==> config.mk <==
export PLATFORM = sky130hd
export DESIGN_NAME = ram_bist_ctrl
export DESIGN_NICKNAME = d
export VERILOG_FILES = /design/src/rtl/ram_bist_pkg.sv /design/src/rtl/ram_bist_ctrl_ram.sv /design/src/rtl/ram_bist_ctrl.sv
export SDC_FILE = /design/constraint.sdc
export NUM_CORES = 1
export LEC_CHECK = 0
export ABC_AREA = 0
export BUFFER_PORTS_ARGS = -buffer_cell sky130_fd_sc_hd__buf_2
export CORE_ASPECT_RATIO = 1.4
export CORE_MARGIN = 10
export CORE_UTILIZATION = 40
export CTS_CLUSTER_DIAMETER = 40
export DETAILED_ROUTE_END_ITERATION = 8
export PLACE_DENSITY = 0.61
export SYNTH_ARGS = -nofsm -noshare
export SYNTH_HDL_FRONTEND = slang
export SYNTH_SLANG_ARGS = --single-unit
==> constraint.sdc <==
create_clock -name clk_50M -period 5.9 [get_ports clk_50M]
set_input_delay 1.18 -clock clk_50M [delete_from_list [all_inputs] [get_ports clk_50M]]
set_output_delay 1.18 -clock clk_50M [all_outputs]
set_load 0.02 [all_outputs]
==> src/rtl/ram_bist_pkg.sv <==
// ram_bist_pkg: FSM states, pattern mode encodings and the Fibonacci LFSR tap table
// shared by the RAM self-test controller.
package ram_bist_pkg;

    typedef enum logic [2:0] {IDLE, WRITE, READ, DRAIN, DONE} state_t;

    localparam logic [1:0] MODE_ADDR = 2'd0;
    localparam logic [1:0] MODE_INV  = 2'd1;
    localparam logic [1:0] MODE_LFSR = 2'd2;

    // Maximal-length feedback taps, indexed by register width; bit k-1 set for tap k.
    localparam logic [31:0] LFSR_TAPS [1:32] = '{
        32'h0000_0001, 32'h0000_0003, 32'h0000_0006, 32'h0000_000C,
        32'h0000_0014, 32'h0000_0030, 32'h0000_0060, 32'h0000_00B8,
        32'h0000_0110, 32'h0000_0240, 32'h0000_0500, 32'h0000_0829,
        32'h0000_100D, 32'h0000_2015, 32'h0000_6000, 32'h0000_D008,
        32'h0001_2000, 32'h0002_0400, 32'h0004_0023, 32'h0009_0000,
        32'h0014_0000, 32'h0030_0000, 32'h0042_0000, 32'h00E1_0000,
        32'h0120_0000, 32'h0200_0023, 32'h0400_0013, 32'h0900_0000,
        32'h1400_0000, 32'h2000_0029, 32'h4800_0000, 32'h8020_0003
    };

    // Caller truncates the result to its own width; bits above it are shifted out.
    function automatic logic [31:0] lfsr_step(input logic [31:0] s, input int w);
        return {s[30:0], ^(s & LFSR_TAPS[w])};
    endfunction

endpackage

==> src/rtl/ram_bist_ctrl_ram.sv <==
// ram_sp_sync: behavioural single-port synchronous RAM with an RD_LAT-stage read
// output register; contents are never cleared, only the output stages reset.
module ram_sp_sync
    import ram_bist_pkg::*;
#(
    parameter int DATA_W = 8,
    parameter int ADDR_W = 5,
    parameter int RD_LAT = 1
) (
    input  logic              clk_50M,
    input  logic              RST_N,
    input  logic              wren,
    input  logic              rden,
    input  logic [ADDR_W-1:0] addr,
    input  logic [DATA_W-1:0] wdata,
    output logic [DATA_W-1:0] rdata
);
    logic [DATA_W-1:0] mem [2**ADDR_W];
    logic [DATA_W-1:0] rq  [RD_LAT];

    always_ff @(posedge clk_50M)
        if (wren) mem[addr] <= wdata;

    always_ff @(posedge clk_50M or negedge RST_N)
        if (!RST_N) begin
            for (int i = 0; i < RD_LAT; i++) rq[i] <= '0;
        end else begin
            if (rden) rq[0] <= mem[addr];
            for (int i = 1; i < RD_LAT; i++) rq[i] <= rq[i-1];
        end

    assign rdata = rq[RD_LAT-1];

endmodule

==> src/rtl/ram_bist_ctrl.sv <==
// ram_bist_ctrl: write/read-back self-test of an embedded RAM with pass/fail, error count
// and first failing address. Define RAM_BIST_LFSR_EN to build the LFSR pattern (mode 2).
module ram_bist_ctrl
    import ram_bist_pkg::*;
#(
    parameter int DATA_W = 8,
    parameter int ADDR_W = 5,
    parameter int RD_LAT = 1
) (
    input  logic              clk_50M,
    input  logic              RST_N,
    input  logic              start,
    input  logic [1:0]        mode,
    input  logic              inj_en,
    input  logic [ADDR_W-1:0] inj_addr,
    output logic              busy,
    output logic              done,
    output logic              pass,
    output logic [ADDR_W:0]   err_cnt,
    output logic [ADDR_W-1:0] first_err_addr,
    output logic [ADDR_W-1:0] address,
    output logic [DATA_W-1:0] wrdata,
    output logic [DATA_W-1:0] rddata,
    output logic              wren,
    output logic              rden
);
    state_t            state, state_nx;
    logic [1:0]        mode_q, drain_cnt;
    logic              inj_en_q, done_old, accept, last, mism;
    logic [ADDR_W-1:0] inj_addr_q;
    logic [DATA_W-1:0] pat;
    logic [RD_LAT-1:0] pv;
    logic [DATA_W-1:0] pe [RD_LAT];
    logic [ADDR_W-1:0] pa [RD_LAT];

    // The first DONE cycle never accepts start, so a held start cannot skip DONE.
    assign accept = start && (state == IDLE || (state == DONE && done_old));
    assign last   = &address;
    assign busy   = state inside {WRITE, READ, DRAIN};
    assign done   = state == DONE;
    assign pass   = done && err_cnt == '0;
    assign wren   = state == WRITE;
    assign rden   = state == READ;
    assign wrdata = wren ? pat ^ DATA_W'(inj_en_q && address == inj_addr_q) : '0;
    assign mism   = pv[RD_LAT-1] && rddata != pe[RD_LAT-1];

`ifdef RAM_BIST_LFSR_EN
    logic [DATA_W-1:0] lfsr;

    // Reseeded for the read phase so it regenerates the written sequence.
    always_ff @(posedge clk_50M or negedge RST_N)
        if (!RST_N)                          lfsr <= '1;
        else if (accept || (wren && last))   lfsr <= '1;
        else if (wren || rden)               lfsr <= DATA_W'(lfsr_step(32'(lfsr), DATA_W));

    assign pat = mode_q == MODE_LFSR ? lfsr :
                 mode_q == MODE_INV  ? ~DATA_W'(address) : DATA_W'(address);
`else
    assign pat = mode_q == MODE_INV ? ~DATA_W'(address) : DATA_W'(address);
`endif

    always_comb begin
        state_nx = state;
        case (state)
            IDLE, DONE: state_nx = accept ? WRITE : state;
            WRITE:      state_nx = last ? READ : WRITE;
            READ:       state_nx = last ? DRAIN : READ;
            DRAIN:      state_nx = drain_cnt == 2'(RD_LAT - 1) ? DONE : DRAIN;
            default:    state_nx = IDLE;
        endcase
    end

    always_ff @(posedge clk_50M or negedge RST_N)
        if (!RST_N) begin
            state          <= IDLE;
            address        <= '0;
            mode_q         <= MODE_ADDR;
            inj_en_q       <= 1'b0;
            inj_addr_q     <= '0;
            done_old       <= 1'b0;
            drain_cnt      <= '0;
            err_cnt        <= '0;
            first_err_addr <= '0;
        end else begin
            state     <= state_nx;
            done_old  <= done;
            drain_cnt <= state == DRAIN ? drain_cnt + 2'd1 : 2'd0;
            address   <= (wren || rden) ? address + ADDR_W'(1) : '0;
            if (accept) begin
                mode_q         <= mode;
                inj_en_q       <= inj_en;
                inj_addr_q     <= inj_addr;
                err_cnt        <= '0;
                first_err_addr <= '0;
            end else if (mism) begin
                if (err_cnt == '0) first_err_addr <= pa[RD_LAT-1];
                if (~&err_cnt) err_cnt <= err_cnt + (ADDR_W+1)'(1);
            end
        end

    // Expected word and address travel alongside the RAM read latency.
    always_ff @(posedge clk_50M or negedge RST_N)
        if (!RST_N) begin
            pv <= '0;
            for (int i = 0; i < RD_LAT; i++) begin
                pe[i] <= '0;
                pa[i] <= '0;
            end
        end else begin
            pv[0] <= rden;
            pe[0] <= pat;
            pa[0] <= address;
            for (int i = 1; i < RD_LAT; i++) begin
                pv[i] <= pv[i-1];
                pe[i] <= pe[i-1];
                pa[i] <= pa[i-1];
            end
        end

    ram_sp_sync #(.DATA_W(DATA_W), .ADDR_W(ADDR_W), .RD_LAT(RD_LAT)) u_ram (
        .clk_50M (clk_50M),
        .RST_N   (RST_N),
        .wren    (wren),
        .rden    (rden),
        .addr    (address),
        .wdata   (wrdata),
        .rdata   (rddata)
    );

endmodule

# Word-level counts from Yosys, hierarchy flattened
# Memories as Yosys holds them, arrays and structs flattened. A register that Yosys moved wholly into a read port is not among the register bits.
# Index checks and enable logic that the tools add are counted.
[totals] elab_cells=63 ramBits=256 register_bits=44 n_memories=1
[mem_list] memory="u_ram.mem" words=32 word_bits=8 read_ports=1 rd_ports_with_merged_regs=1 wr=1 line="ram_bist_ctrl_ram.sv:18" rtl="logic [DATA_W-1:0] mem [2**ADDR_W];"
[classes] n_mux=17 n_eq_ne=9 n_bitwise=2 addsub=3 n_reduce_logical=19
[ops] operator="$mux 5" n=4
[ops] operator="$mux 6" n=3
[ops] operator="$mux 8" n=2
[ops] operator="$pmux 3 s4" n=1
[ops] operator="$ne 8x8->1" n=1
[ops] operator="$not 5->8" n=1
[ops] operator="$xor 8x1->8" n=1
[ops] operator="$add 6x1->6 const B" n=1
[ops] operator="$eq 3x2->1 const B" n=2
[ops] operator="$logic_not 6->1" n=1
[ops] operator="$mux 3" n=2
[ops] operator="$reduce_and 6->1" n=1
[ops] operator="$add 5x1->5 const B" n=1
[ops] operator="$eq 5x5->1" n=1
[ops] operator="$logic_and 1x1->1" n=5
[ops] operator="$reduce_and 5->1" n=1
[ops] operator="$mux 2" n=2
[ops] operator="$ne 2x2->1 const B" n=2
[ops] operator="$reduce_and 2->1" n=2
[ops] operator="$reduce_bool 2->1" n=2
[ops] operator="$eq 3x1->1 const B" n=1
[ops] operator="$eq 3x3->1 const B" n=1
[ops] operator="$logic_not 3->1" n=1
[ops] operator="$mux 1" n=3
[ops] operator="other kinds (7)" n=8

# Depth between registers and ports, before layout
# Gate-level depths: netlist of run 1.
[depth] ltp_word=6 depth_mapped=8 ltp_nobuf=7

# Modules after synthesis
# From an unflattened synthesis of run 1, not the netlist that was laid out.
[unflattened] hier_cells=754 hier_area_um2=12358.1
[modules_own_cells] mod="ram_sp_sync" instances=1 cells_each=560 area_each_um2=10410.0
[modules_own_cells] mod="ram_bist_ctrl" instances=1 cells_each=194 area_each_um2=1948.1

# Worst setup path after synthesis of run 1
# OpenSTA, ideal clock, no wires.
[synth_path] path_kind="register to output" from="reg address[0]" to="out wrdata[0]" setup_slack_ns=2.183 arrival_ns=2.537 path_stages_with_launch=9 required_ns=4.720 path_cell_list="dfrtp_1 -> buf_6 -> buf_12 -> buf_2 -> xor2_1 -> nor4_1 -> and3_1 -> xnor2_1 -> nor2_1"
[synth_between] elab_chain_cells=4 elab_cells_between_ends=6 classes_between="1 x eq/ne; 2 x mux; 2 x bitwise; 1 x reduce/logical"
[synth_lines] item="from (decl)" line="ram_bist_ctrl.sv:21" rtl="output logic [ADDR_W-1:0] address,"
[synth_lines] item="from (signal assigned)" line="ram_bist_ctrl.sv:88" rtl="address <= (wren || rden) ? address + ADDR_W'(1) : '0;"
[synth_lines] item="$eq 5x5->1 / $not 5->8 (equally long branches)" line="ram_bist_ctrl.sv:44, ram_bist_ctrl.sv:59"
[synth_lines] item="$logic_and 1x1->1 / $mux 8 (equally long branches)" line="ram_bist_ctrl.sv:44, ram_bist_ctrl.sv:59"
[synth_lines] item="$xor 8x1->8 (*)" line="ram_bist_ctrl.sv:44" rtl="assign wrdata = wren ? pat ^ DATA_W'(inj_en_q && address == inj_addr_q) : '0;"
[synth_lines] item="$mux 8 (*)" line="ram_bist_ctrl.sv:44"
[synth_lines] item="to (decl)" line="ram_bist_ctrl.sv:22" rtl="output logic [DATA_W-1:0] wrdata,"
# Every way passes the cells marked *; elsewhere a longest branch is shown, timed or not.

# Worst setup path after layout of run 1
[layout_path] from="reg address[3]" to="out wrdata[3]"
[layout_between] elab_chain_cells=4
[layout_lines] item="$not 5->8" line="ram_bist_ctrl.sv:59" rtl="assign pat = mode_q == MODE_INV ? ~DATA_W'(address) : DATA_W'(address);"
[layout_lines] item="$mux 8 (*)" line="ram_bist_ctrl.sv:59"
[layout_lines] item="named net pat[3]" line="ram_bist_ctrl.sv:31" rtl="logic [DATA_W-1:0] pat;"
[layout_lines] item="$xor 8x1->8 (*)" line="ram_bist_ctrl.sv:44"
[layout_lines] item="$mux 8 (*)" line="ram_bist_ctrl.sv:44"
# Mark *: on every way through the listed nets, which the timed path passes. The rest lies on a longest branch.

==> results of run 1 <==
## routing by layer
layer | vias up | track usage | share of wire
met2 | 167 | 0.248 | 0.51
met1 | 2842 | 0.169 | 0.40
met4 | 0 | 0.0502 | 0.032
met5 | - | 0 | 0
li1 | 2464 | - | -
met3 | 46 | 0.0240 | 0.052
## power breakdown
part | total, mW | internal [mW] | leakage, nW | switching, mW
clock | 1.75 | 1.05 | 0.467 | 0.702
combinational | 0.0101 | 0.00239 | 1.17 | 0.00768
sequential | 1.81 | 1.81 | 2.36 | 0
total | 3.57 | 2.86 | 4.00 | 0.710
## Yosys cell counts (7+ instances only)
cell type  number  area, um2
buf_4          10       75.1
and2_1          8       50.1
xor2_1         10       87.6
xnor2_1         9       78.8
and3_1          8       50.1
clkbuf_1        7       26.3
dfrtp_1        48       1200
nand3_1        11       55.1
inv_1           7       26.3
nand2_1        47        176
a21oi_1         8       40.0
nor2_1         56        210
o21ai_0         7       35.0
a211o_1         7       61.3
o22ai_1         8       50.1
edfxtp_1      192       5770
mux2i_1        41        410
mux4_1          7        184
nor3_1         10       50.1
buf_2          11       55.1
mux4_2         21        473
ha_1            8        100
## worst max-delay path: stages (launching register included)
cell      delay (ns)
dfrtp_1         0.78
clkinv_1        0.42
xnor2_1         0.30
and2_1          0.16
buf_4           0.33
buf_2           0.24
## flip-flops by register name (all words and copies together) (netlist names)
register	flops
drain_cnt	2
address	5
pe	6
pv	1
mode_q	2
err_cnt	6
u_ram.mem	192
state	3
pa	5
done_old	1
first_err_addr	5
inj_addr_q	5
u_ram.rdata	6
inj_en_q	1
## area by class of cell
type | count | area, um2 | area share
repair buffers | 57 | 310 | 0.0274
clock inverters | 20 | 223 | 0.0197
clock buffers | 32 | 737 | 0.0651
inverters | 10 | 37.5 | 0.00332
well taps | 310 | 388 | 0.0343
flip-flops and latches | 240 | 6970 | 0.616
multi-input cells | 333 | 2650 | 0.234
## cell families (layout without fill, tap and decap cells)
logic type	Yosys count	after routing
mux	74	74
simple gates	175	175
compound gates	57	57
fa+ha+maj	8	8
buf+inv	41	119
flops	240	240
xor+xnor	19	19
## final timing paths
check	startpoint	end	slack (ns)	depth (start not counted)
min in group asynchronous	RST_N	inj_addr_q[1]	0.88	1
setup / recovery	address[3]	wrdata[3]	1.94	5
hold / removal	drain_cnt[0]	drain_cnt[0]	0.45	1
setup reg to reg	address[1]	u_ram.mem[15][2]	2.92	4
hold reg to reg	drain_cnt[0]	drain_cnt[0]	0.45	1
max in group asynchronous	RST_N	address[1]	4.22	1
==> results.yml, run 1 <==
floorplan:
  initial_core_util: 0.409
  placeableCoreArea_um2: 24100
  pin_count: 48
  fp.dieW_um: 153
  dieArea_um2: 31400
  std_cell_rows: 67
  die_h_um: 206
detailed_routing:
  drtIter0Drc: 361
  avgRoutedWirePerCell_um: 22.3
  vias_per_cell: 5.51
  finalWirelength_um: 22300
  firstDrtPassIters: 5
  drtAntennaViolNets: 0
  vias: 5519
  drc: 0
finish:
  design_area_um2: 11300
  final_cell_mix: "192 x edfxtp_1, 54 x nor2_1, 47 x nand2_1, 47 x buf_2, 46 x dfrtp_1"
  fin_nets: 690
  synthToLayoutAreaGrowth_pct: 15.0
  layout_commonest_cell: "edfxtp_1"
  fillers: 2079
  utilization: 0.470
  stdcell_count: 1002
  diodes: 0
  drive_above_1_share: 0.204
clock_tree:
  post_cts_buffers: 0
  cts_resized: 0
  clk_pin_slew_ns: 0.06
  cts_tree: "built"
  clk_latency_ns: 0.53
  numCtsBuffers: 29
  hold_buffers: 0
  cts_root_buffer: "clkbuf_16"
  cts_max_level: 1
  clock_sinks: 240
  clk_path_buf_depth: 3
yosys:
  muxShareOfSynthArea: 0.114
  synth_cell_types: 59
  syn_inst: 614
  async_reset_ff_frac: 0.200
  synth_simple_gate_area_frac: 0.0857
  synth-seq-cells: 240
  synth_ff_type: "edfxtp_1"
  syn_nets: 633
  syn_avg_cell_area_um2: 16.0
  yosysSeqAreaShare: 0.708
  synth_edf_count: 192
  synth_top_family_by_area: "multiplexers"
  ys_warn_count: 0
  synth_xor_xnor_area_share: 0.0169
  synth_adder_area_share: 0.0102
  synth_compound_area_frac: 0.0420
  syn_area_um2: 9840
timing:
  finalSetupViolations: 0
  fin_ws_ns: 1.94
  tightest_slew_ns: 1.21
  hold_violations: 0
  timing.hold.ws_ns: 0.445
  period_minus_slack_ns: 3.96
  fmax_ghz: 0.253
  skew_ns: 0.0114
  fin_tns_setup_ns: 0
  rsz0062_at_grt: "false"
  timing.max_slew.rel_slack: 0.186
  period_share: 0.670
  slew_viol_final: 0
critical_path:
  crit_path_max_fanout: 33
  start_kind: "flip-flop"
  worst-setup-path-type: "reg -> out"
  critical_path_arrival_ns: 2.78
  required_ns: 4.72
  end_kind: "output pin"
placement:
  dp.cells: 950
  placed_cell_area_um2: 10400
  gp_congestion: 0.853
  port_buffers: 47
  dp_hpwl_um: 14400
  pre_cts_slack_ns: 2.54
worst_hold_path:
  hp-class: "reg -> reg"
grt:
  antenna_found_initial: 0
  grt_pass1_vias: 5841
  grt_pass1_wl_um: 35200
  grt_max_degree: 69
  grt.overflow.total: 0
  grt.total_usage: 0.140
power_and_ir_drop:
  leakage_nw: 4.00
  power.total_mw: 3.57
  power_density_nw_per_um2: 315
  peakVddDrop_mv: 0.202
status:
  outcome: "finished clean"
job:
  drv_cap: 0
No activity file was read; power rests on OpenSTA's default activity.
==> run 2, diff against run 1 <==
==> constraint.sdc (replaced) <==
create_clock -name clk_50M -period 4.09 [get_ports clk_50M]
set_input_delay 0.818 -clock clk_50M [delete_from_list [all_inputs] [get_ports clk_50M]]
set_output_delay 0.818 -clock clk_50M [all_outputs]
set_load 0.02 [all_outputs]
==> run 2 against run 1 <==
  * Final area fell by 0.73%
  * Global-route usage rose by 0.40 points
  * Critical path type unchanged
  * Highest routed layer unchanged
  * Critical path depth fell by 1
==> results.yml, run 2 (synthesized netlist as in run 1, its figures left out) <==
grt:
  grt_pass1_wl_um: 35200
  grt_max_degree: 49
  antenna_found_initial: 0
  grt.total_usage: 0.144
  grt_pass1_vias: 5728
  grt.overflow.total: 0
finish:
  largest-register: "u_ram.mem"
  final_cell_mix: "192 x edfxtp_1, 54 x nor2_1, 47 x nand2_1, 47 x buf_2, 46 x dfrtp_1"
  drive_above_1_share: 0.201
  layout_commonest_cell: "edfxtp_1"
  design_area_um2: 11200
  largest_reg_flops: 192
  diodes: 0
  stdcell_count: 1003
  synthToLayoutAreaGrowth_pct: 14.2
  fin_nets: 691
  utilization: 0.467
detailed_routing:
  vias_per_cell: 5.51
  drtAntennaViolNets: 0
  avgRoutedWirePerCell_um: 22.9
  vias: 5526
  drc: 0
  firstDrtPassIters: 4
  drtIter0Drc: 494
  finalWirelength_um: 23000
timing:
  rsz0062_at_grt: "false"
  slew_viol_final: 0
  tightest_slew_ns: 1.25
  fmax_ghz: 0.290
  skew_ns: 0.0201
  timing.max_slew.rel_slack: 0.159
  period_minus_slack_ns: 3.45
  finalSetupViolations: 0
  period_share: 0.844
  fin_ws_ns: 0.639
  hold_violations: 0
  fin_tns_setup_ns: 0
  timing.hold.ws_ns: 0.433
placement:
  gp_congestion: 0.870
  dp.cells: 953
  port_buffers: 47
  pre_cts_slack_ns: 1.21
  placed_cell_area_um2: 10400
  dp_hpwl_um: 15400
floorplan:
  fp.dieW_um: 153
  dieArea_um2: 31400
  initial_core_util: 0.409
  std_cell_rows: 67
  placeableCoreArea_um2: 24100
  die_h_um: 206
  pin_count: 48
clock_tree:
  hold_buffers: 0
  clock_sinks: 240
  post_cts_buffers: 0
  cts_root_buffer: "clkbuf_16"
  clk_path_buf_depth: 3
  clk_latency_ns: 0.53
  cts_resized: 0
  cts_tree: "built"
  clk_pin_slew_ns: 0.06
  numCtsBuffers: 27
  cts_max_level: 1
critical_path:
  r2r_start: "address[1]"
  r2r-end: "u_ram.mem[27][0]"
  end_kind: "output pin"
  reg2reg_slack_ns: 1.35
  crit_path_max_fanout: 20
  crit_end: "wrdata[3]"
  critical_path_arrival_ns: 2.63
  reg2reg_depth: 4
  worst-setup-path-type: "reg -> out"
  required_ns: 3.27
  cp-startpoint: "address[3]"
  start_kind: "flip-flop"
power_and_ir_drop:
  power.total_mw: 4.86
  peakVddDrop_mv: 0.240
  power_density_nw_per_um2: 433
  leakage_nw: 3.95
status:
  outcome: "finished clean"
worst_hold_path:
  hp-class: "reg -> reg"
job:
  drv_cap: 0
## run 2: how the worst min path moves through the flow
stage                 start      endpoint  slack, ns  cells past startpoint
2_1_floorplan  drain_cnt[0]  drain_cnt[0]       0.41                      1
3_3_place_gp   drain_cnt[0]  drain_cnt[0]       0.42                      1
3_5_place_dp   drain_cnt[0]  drain_cnt[0]       0.43                      1
4_1_cts        drain_cnt[0]  drain_cnt[0]       0.43                      1
5_1_grt        drain_cnt[0]  drain_cnt[0]       0.46                      1
6_report       drain_cnt[0]  drain_cnt[0]       0.43                      1
## run 2: per-layer routing
layer  up-vias  routed length [um]  global-route usage
met5         -                   0                   0
met4         0                 773              0.0587
met3        48                1540              0.0297
met2       187               11700               0.252
met1      2818                8960               0.170
li1       2473                   -                   -
## run 2: area by class of cell
type / instances / area [um2]
Clock buffer: 30 / 687
Clock inverter: 20 / 155
Fill cell: 2042 / 12800
Inverter: 10 / 37.5
Multi-Input combinational cell: 333 / 2650
Sequential cell: 240 / 6970
Tap cell: 310 / 388
Timing Repair Buffer: 60 / 345
## run 2: power breakdown
group / switching (mW) / internal [mW] / leakage (nW)
Clock: 0.997 / 1.24 / 0.405
Combinational: 0.0109 / 0.00342 / 1.19
Sequential: 0 / 2.61 / 2.36
## run 2: critical path: stages, from the launching register on
cell,delay [ns]
dfrtp_1,0.86
clkinv_1,0.44
xnor2_1,0.33
and2_1,0.26
buf_2,0.21
